==> src/rtl/apb_i2c_fifo_regif.sv <==
// APB slave register interface for the I2C core: TX/RX FIFOs, status, config/timeout
// registers and maskable sticky interrupts with a registered IRQ.
module apb_i2c_fifo_regif #(
    parameter int unsigned     DATA_W     = 32,
    parameter int unsigned     FIFO_DEPTH = 8,
    parameter int unsigned     ADDR_W     = 8,
    parameter int unsigned     CFG_W      = 14,
    parameter logic [CFG_W-1:0] CFG_RST   = '0,
    parameter logic [CFG_W-1:0] TMO_RST   = '0
) (
    input  logic              PCLK,
    input  logic              PRESETn,
    input  logic              PSELx,
    input  logic              PENABLE,
    input  logic              PWRITE,
    input  logic [ADDR_W-1:0] PADDR,
    input  logic [31:0]       PWDATA,
    output logic [31:0]       PRDATA,
    output logic              PREADY,
    output logic              PSLVERR,
    output logic [DATA_W-1:0] TX_DATA,
    output logic              TX_VALID,
    input  logic              TX_READY,
    input  logic [DATA_W-1:0] RX_DATA,
    input  logic              RX_VALID,
    output logic              RX_READY,
    input  logic              CORE_ERROR,
    output logic [CFG_W-1:0]  I2C_CONFIG,
    output logic [CFG_W-1:0]  I2C_TIMEOUT,
    output logic              IRQ
);

    localparam int unsigned     PtrW    = $clog2(FIFO_DEPTH);
    localparam int unsigned     CntW    = $clog2(FIFO_DEPTH + 1);
    localparam logic [CntW-1:0] FullCnt = CntW'(FIFO_DEPTH);

    localparam logic [ADDR_W-1:0] AddrTxData  = ADDR_W'(32'h00);
    localparam logic [ADDR_W-1:0] AddrRxData  = ADDR_W'(32'h04);
    localparam logic [ADDR_W-1:0] AddrConfig  = ADDR_W'(32'h08);
    localparam logic [ADDR_W-1:0] AddrTimeout = ADDR_W'(32'h0C);
    localparam logic [ADDR_W-1:0] AddrStatus  = ADDR_W'(32'h10);
    localparam logic [ADDR_W-1:0] AddrIntEn   = ADDR_W'(32'h14);
    localparam logic [ADDR_W-1:0] AddrIntStat = ADDR_W'(32'h18);

    logic [DATA_W-1:0] tx_mem_q [FIFO_DEPTH];
    logic [DATA_W-1:0] tx_mem_d [FIFO_DEPTH];
    logic [DATA_W-1:0] rx_mem_q [FIFO_DEPTH];
    logic [DATA_W-1:0] rx_mem_d [FIFO_DEPTH];

    logic [PtrW-1:0]  tx_wptr_q, tx_wptr_d, tx_rptr_q, tx_rptr_d;
    logic [PtrW-1:0]  rx_wptr_q, rx_wptr_d, rx_rptr_q, rx_rptr_d;
    logic [CntW-1:0]  tx_cnt_q, tx_cnt_d, rx_cnt_q, rx_cnt_d;
    logic [CFG_W-1:0] cfg_q, cfg_d, tmo_q, tmo_d;
    logic [3:0]       int_en_q, int_en_d;
    logic             ovf_q, ovf_d;
    logic             cerr_q, cerr_d;
    logic             cerr_prev_q;
    logic             irq_q, irq_d;

    logic       access, mapped, err, wr_ok, rd_ok;
    logic       sel_tx, sel_rx, sel_cfg, sel_tmo, sel_st, sel_ien, sel_ist;
    logic       tx_empty, tx_full, rx_empty, rx_full;
    logic       tx_push, tx_pop, rx_push, rx_pop;
    logic       ovf_set, cerr_set;
    logic [1:0] w1c;
    logic [3:0] int_stat;
    logic [31:0] status;
    logic       unused_pwdata;

    assign unused_pwdata = ^PWDATA;

    assign tx_empty = (tx_cnt_q == '0);
    assign tx_full  = (tx_cnt_q == FullCnt);
    assign rx_empty = (rx_cnt_q == '0);
    assign rx_full  = (rx_cnt_q == FullCnt);

    // Unaligned addresses never match an aligned constant, so they fall out as unmapped.
    always_comb begin
        access  = PSELx & PENABLE;
        sel_tx  = (PADDR == AddrTxData);
        sel_rx  = (PADDR == AddrRxData);
        sel_cfg = (PADDR == AddrConfig);
        sel_tmo = (PADDR == AddrTimeout);
        sel_st  = (PADDR == AddrStatus);
        sel_ien = (PADDR == AddrIntEn);
        sel_ist = (PADDR == AddrIntStat);
        mapped  = sel_tx | sel_rx | sel_cfg | sel_tmo | sel_st | sel_ien | sel_ist;
        err     = 1'b0;
        if (access) begin
            if (!mapped) begin
                err = 1'b1;
            end else if (PWRITE && (sel_rx || sel_st)) begin
                err = 1'b1;
            end else if (!PWRITE && sel_tx) begin
                err = 1'b1;
            end else if (PWRITE && sel_tx && tx_full) begin
                err = 1'b1;
            end else if (!PWRITE && sel_rx && rx_empty) begin
                err = 1'b1;
            end
        end
        wr_ok = access & PWRITE & ~err;
        rd_ok = access & ~PWRITE & ~err;
    end

    assign PREADY  = access;
    assign PSLVERR = err;

    assign tx_push  = wr_ok & sel_tx;
    assign tx_pop   = ~tx_empty & TX_READY;
    assign rx_pop   = rd_ok & sel_rx;
    // A same-cycle APB pop frees the slot, so a full RX FIFO can still accept the word.
    assign rx_push  = RX_VALID & (~rx_full | rx_pop);
    assign ovf_set  = RX_VALID & rx_full & ~rx_pop;
    assign cerr_set = CORE_ERROR & ~cerr_prev_q;
    assign w1c      = (wr_ok & sel_ist) ? PWDATA[3:2] : 2'b00;

    assign int_stat = {cerr_q, ovf_q, ~rx_empty, tx_empty};
    assign status   = {8'h00, 8'(rx_cnt_q), 8'(tx_cnt_q), 4'h0,
                       rx_full, rx_empty, tx_full, tx_empty};

    always_comb begin
        tx_mem_d  = tx_mem_q;
        tx_wptr_d = tx_wptr_q;
        tx_rptr_d = tx_rptr_q;
        tx_cnt_d  = tx_cnt_q;
        if (tx_push) begin
            tx_mem_d[tx_wptr_q] = PWDATA[DATA_W-1:0];
            tx_wptr_d           = tx_wptr_q + PtrW'(1);
        end
        if (tx_pop) begin
            tx_rptr_d = tx_rptr_q + PtrW'(1);
        end
        case ({tx_push, tx_pop})
            2'b10:   tx_cnt_d = tx_cnt_q + CntW'(1);
            2'b01:   tx_cnt_d = tx_cnt_q - CntW'(1);
            default: tx_cnt_d = tx_cnt_q;
        endcase
    end

    always_comb begin
        rx_mem_d  = rx_mem_q;
        rx_wptr_d = rx_wptr_q;
        rx_rptr_d = rx_rptr_q;
        rx_cnt_d  = rx_cnt_q;
        if (rx_push) begin
            rx_mem_d[rx_wptr_q] = RX_DATA;
            rx_wptr_d           = rx_wptr_q + PtrW'(1);
        end
        if (rx_pop) begin
            rx_rptr_d = rx_rptr_q + PtrW'(1);
        end
        case ({rx_push, rx_pop})
            2'b10:   rx_cnt_d = rx_cnt_q + CntW'(1);
            2'b01:   rx_cnt_d = rx_cnt_q - CntW'(1);
            default: rx_cnt_d = rx_cnt_q;
        endcase
    end

    // Hardware set wins over a same-cycle W1C.
    always_comb begin
        cfg_d    = cfg_q;
        tmo_d    = tmo_q;
        int_en_d = int_en_q;
        if (wr_ok && sel_cfg) begin
            cfg_d = PWDATA[CFG_W-1:0];
        end
        if (wr_ok && sel_tmo) begin
            tmo_d = PWDATA[CFG_W-1:0];
        end
        if (wr_ok && sel_ien) begin
            int_en_d = PWDATA[3:0];
        end
        ovf_d  = ovf_set | (ovf_q & ~w1c[0]);
        cerr_d = cerr_set | (cerr_q & ~w1c[1]);
        irq_d  = |(int_stat & int_en_q);
    end

    always_comb begin
        PRDATA = '0;
        if (rd_ok) begin
            unique case (1'b1)
                sel_rx:  PRDATA = 32'(rx_mem_q[rx_rptr_q]);
                sel_cfg: PRDATA = 32'(cfg_q);
                sel_tmo: PRDATA = 32'(tmo_q);
                sel_st:  PRDATA = status;
                sel_ien: PRDATA = {28'h0, int_en_q};
                sel_ist: PRDATA = {28'h0, int_stat};
                default: PRDATA = '0;
            endcase
        end
    end

    always_ff @(posedge PCLK) begin
        tx_mem_q <= tx_mem_d;
        rx_mem_q <= rx_mem_d;
    end

    always_ff @(posedge PCLK or negedge PRESETn) begin
        if (!PRESETn) begin
            tx_wptr_q   <= '0;
            tx_rptr_q   <= '0;
            tx_cnt_q    <= '0;
            rx_wptr_q   <= '0;
            rx_rptr_q   <= '0;
            rx_cnt_q    <= '0;
            cfg_q       <= CFG_RST;
            tmo_q       <= TMO_RST;
            int_en_q    <= '0;
            ovf_q       <= 1'b0;
            cerr_q      <= 1'b0;
            cerr_prev_q <= 1'b0;
            irq_q       <= 1'b0;
        end else begin
            tx_wptr_q   <= tx_wptr_d;
            tx_rptr_q   <= tx_rptr_d;
            tx_cnt_q    <= tx_cnt_d;
            rx_wptr_q   <= rx_wptr_d;
            rx_rptr_q   <= rx_rptr_d;
            rx_cnt_q    <= rx_cnt_d;
            cfg_q       <= cfg_d;
            tmo_q       <= tmo_d;
            int_en_q    <= int_en_d;
            ovf_q       <= ovf_d;
            cerr_q      <= cerr_d;
            cerr_prev_q <= CORE_ERROR;
            irq_q       <= irq_d;
        end
    end

    assign TX_DATA     = tx_mem_q[tx_rptr_q];
    assign TX_VALID    = ~tx_empty;
    assign RX_READY    = ~rx_full;
    assign I2C_CONFIG  = cfg_q;
    assign I2C_TIMEOUT = tmo_q;
    assign IRQ         = irq_q;

endmodule

==> config.mk <==
export PLATFORM = sky130hd
export DESIGN_NAME = apb_i2c_fifo_regif
export DESIGN_NICKNAME = d
export VERILOG_FILES = /design/src/rtl/apb_i2c_fifo_regif.sv
export SDC_FILE = /design/constraint.sdc
export NUM_CORES = 1
export LEC_CHECK = 0
export CORE_UTILIZATION = 60
export CTS_CLUSTER_SIZE = 14
export DETAILED_ROUTE_END_ITERATION = 12
export DONT_BUFFER_PORTS = 1
export PLACE_DENSITY = 0.78
export SYNTH_ARGS = -nofsm -noshare
export SYNTH_HDL_FRONTEND = slang
export SYNTH_SLANG_ARGS = --single-unit
==> constraint.sdc <==
create_clock -name PCLK -period 11.3 [get_ports PCLK]
set_input_delay 1.13 -clock PCLK [delete_from_list [all_inputs] [get_ports PCLK]]
set_output_delay 1.13 -clock PCLK [all_outputs]
set_load 0.1 [all_outputs]
==> metrics.txt <==
Crit path arrival time 3880 ps; Yosys top cell area share 0.681; first-pass GRT wire length 68,100 um; internal power 3820 uW; Clock Sinks 568; Hold WC Path Type primary input to async pin; worst clock skew 21.7 ps; Static Leak 0.00795 uW; Post-DRT Antenna Nets 0; H-tree depth 2; part of the power in registers 0.457; crit path cell chain buf_4 > mux4_2 > mux2i_1 > or2_2 > a21oi_2; Final setup viols 0; syn_area_per_cell 20.7 um^2; initial antenna violation count 1; FP Rows 70; RePlAce Congestion 0.935; Min Hold Slack 220 ps; die height 196 um; P&R area growth vs syn 10.6%; root buf cell clkbuf_16; slowest CP cell a21oi_2; dpl hpwl 25,700 um; Vias/cell 6.41; synthesized area 0.0226 mm^2; worst skew pair latency 610 ps; GRT overflow 0; # port buffers 0; layout cell share with drive strength beyond 1 0.324; RSZ-0062 raised after global routing false; status complete, no violations; largest net degree at the start of global routing 57; number of global-route vias before repair 10,955; Post-Synthesis Cells 1,090; post-synth cell types 54; register bit total from synthesis 568; CP max FO 46; cts repair resizes 0; Final Net Count 1,204; CTS max path bufs 3; DR vias 10,439; Initial DRC Count 689; sequential element share of the synthesized area 0.743; DR pass1 iterations 5; power per cell area 229 mW/mm^2; CTS tree built; worst path required time 10,170 ps; pins over their slew limit 0; FFs w/ async S/R, synth 0.0986; power share of the clock group 0.297; hold buffers post-CTS 0; total negative setup slack 0 ps; largest area contributor in the netlist edfxtp_1; top post-synthesis cells by area edfxtp_1, mux4_2, dfrtp_1; Worst-path clk slew 60 ps; EDFF count, synth 512; Worst setup EP type primary output; Die W 196 um; DIE AREA 0.0384 mm^2; Fin. Hold Viols 0; Post-CTS Setup Repair Bufs 0; maxcap violations 0; FILL cells 2,253; worst-margin pin slew 1200 ps; WS Path Type flip-flop to primary output; Psw 1910 uW; most frequent cells in the layout edfxtp_1, mux4_2, mux2_2; GRT Total Usage 0.244; most common cell after layout, fill and taps aside edfxtp_1; Comb pwr share 0.246; fin crit share 0.443; post-layout min period 5010 ps; relative slew slack 0.198; total CTS buffers 53; Worst setup SP type flip-flop; core area 0.0368 mm^2; largest stage delay on the critical path 900 ps; DRC 0; sw frac 0.334; Most used DFF post-synth edfxtp_1; Peak VDD IR 0.145 mV; Top Ports 177; post-detailed-routing wire length 45,300 um; Routed WL per cell 27.8 um; Initial Util 0.614; Synth warnings 0; FMAX 0.200 GHz; Mapped Nets 1,178
==> metrics by stage <==
stage                util  worst slack, ps  instance area (um^2)  instances  total power, uW
global placement    0.633             6560                 23300       1529             4050
global route        0.679             6080                 25000       1628             5900
floorplan               -             5310                 22600       1090             3870
finish              0.679             6290                 25000       1628             5730
CTS                 0.679             6200                 25000       1627             5770
detailed placement  0.633             6480                 23300       1529             4070
==> worst paths after layout <==
check	startpoint	endpoint	slack, ps	cells past startpoint
setup / recovery	rx_rptr_q[0]	PRDATA[3]	6290	5
hold / removal	PRESETn	rx_cnt_q[2]	220	0
setup reg to reg	rx_cnt_q[1]	rx_mem_q[35]	7630	5
hold reg to reg	tx_cnt_q[3]	tx_cnt_q[3]	500	1
max in group asynchronous	PRESETn	I2C_CONFIG[7]	10950	0
min in group PCLK	tx_cnt_q[3]	tx_cnt_q[3]	500	1
==> power by group through the flow <==
stage / clock (uW) / sequential, uW / combinational, uW
finish: 1700 / 2620 / 1410
global route: 1800 / 2630 / 1460
CTS: 1730 / 2620 / 1430
detailed placement: 0 / 2660 / 1410
global placement: 0 / 2650 / 1410
floorplan: 0 / 2550 / 1320
==> synth_stat cells, types with 3 or more instances <==
master,instances
nand3b_1,3
a21oi_1,13
nor4_1,4
buf_1,8
nand2_1,25
ha_1,8
nor2_1,52
nand2b_1,6
edfxtp_1,512
o21ai_0,14
mux2i_1,47
dfrtp_1,56
clkbuf_1,22
mux2_4,10
nor3_1,11
xnor2_1,11
nor2b_1,4
or2_2,3
mux4_2,128
a22oi_1,3
o22a_2,6
inv_1,8
buf_6,3
nand3_1,4
xor2_1,8
mux2_2,60
buf_2,22
a22o_1,3
==> kinds of logic (layout without fill, tap and decap cells) <==
group,Yosys count,in the layout,synth area share
buffers and inverters,65,134,0.0139
xor gates and xnor gates,19,19,0.00737
AOI/OAI and AO/OA,49,49,0.0143
DFF,568,568,0.743
muxes,245,245,0.185
adders and majority gates,8,8,0.00443
other,0,1,0
and+or+nand+nor,136,136,0.0317
==> area by class of cell <==
type	instances	area, um^2	share of cell area
flip-flops and latches	568	16800	0.672
inverters	8	30.0	0.00120
well taps	468	586	0.0235
clock inverters	28	201	0.00807
multi-input cells	457	5680	0.227
repair buffers	28	210	0.00842
diodes	1	2.50	0.000100
clock buffers	70	1470	0.0590
==> critical path: cells and delay by family (launching register included) <==
kind / cells / cell delay [ps]
AO/OA/AOI/OAI: 1 / 900
multiplexers: 2 / 500
buffers and inverters: 1 / 770
flip-flops: 1 / 690
AND/OR/NAND/NOR: 1 / 350
==> metal layers <==
layer	vias up	share of wire	GRT usage
met1	5507	0.39	0.310
met3	79	0.075	0.0646
li1	4483	-	-
met2	370	0.51	0.409
met5	-	0	0
met4	0	0.028	0.0862
==> registers in the layout, indices dropped and copies added, names as in the netlist <==
name	count
rx_mem_q	256
tx_mem_q	256
I2C_CONFIG	14
I2C_TIMEOUT	14
int_en_q	4
rx_cnt_q	4
tx_cnt_q	4
rx_rptr_q	3
rx_wptr_q	3
tx_rptr_q	3
tx_wptr_q	3
IRQ	1
cerr_prev_q	1
cerr_q	1
ovf_q	1
No activity file was read; power rests on OpenSTA's default activity.
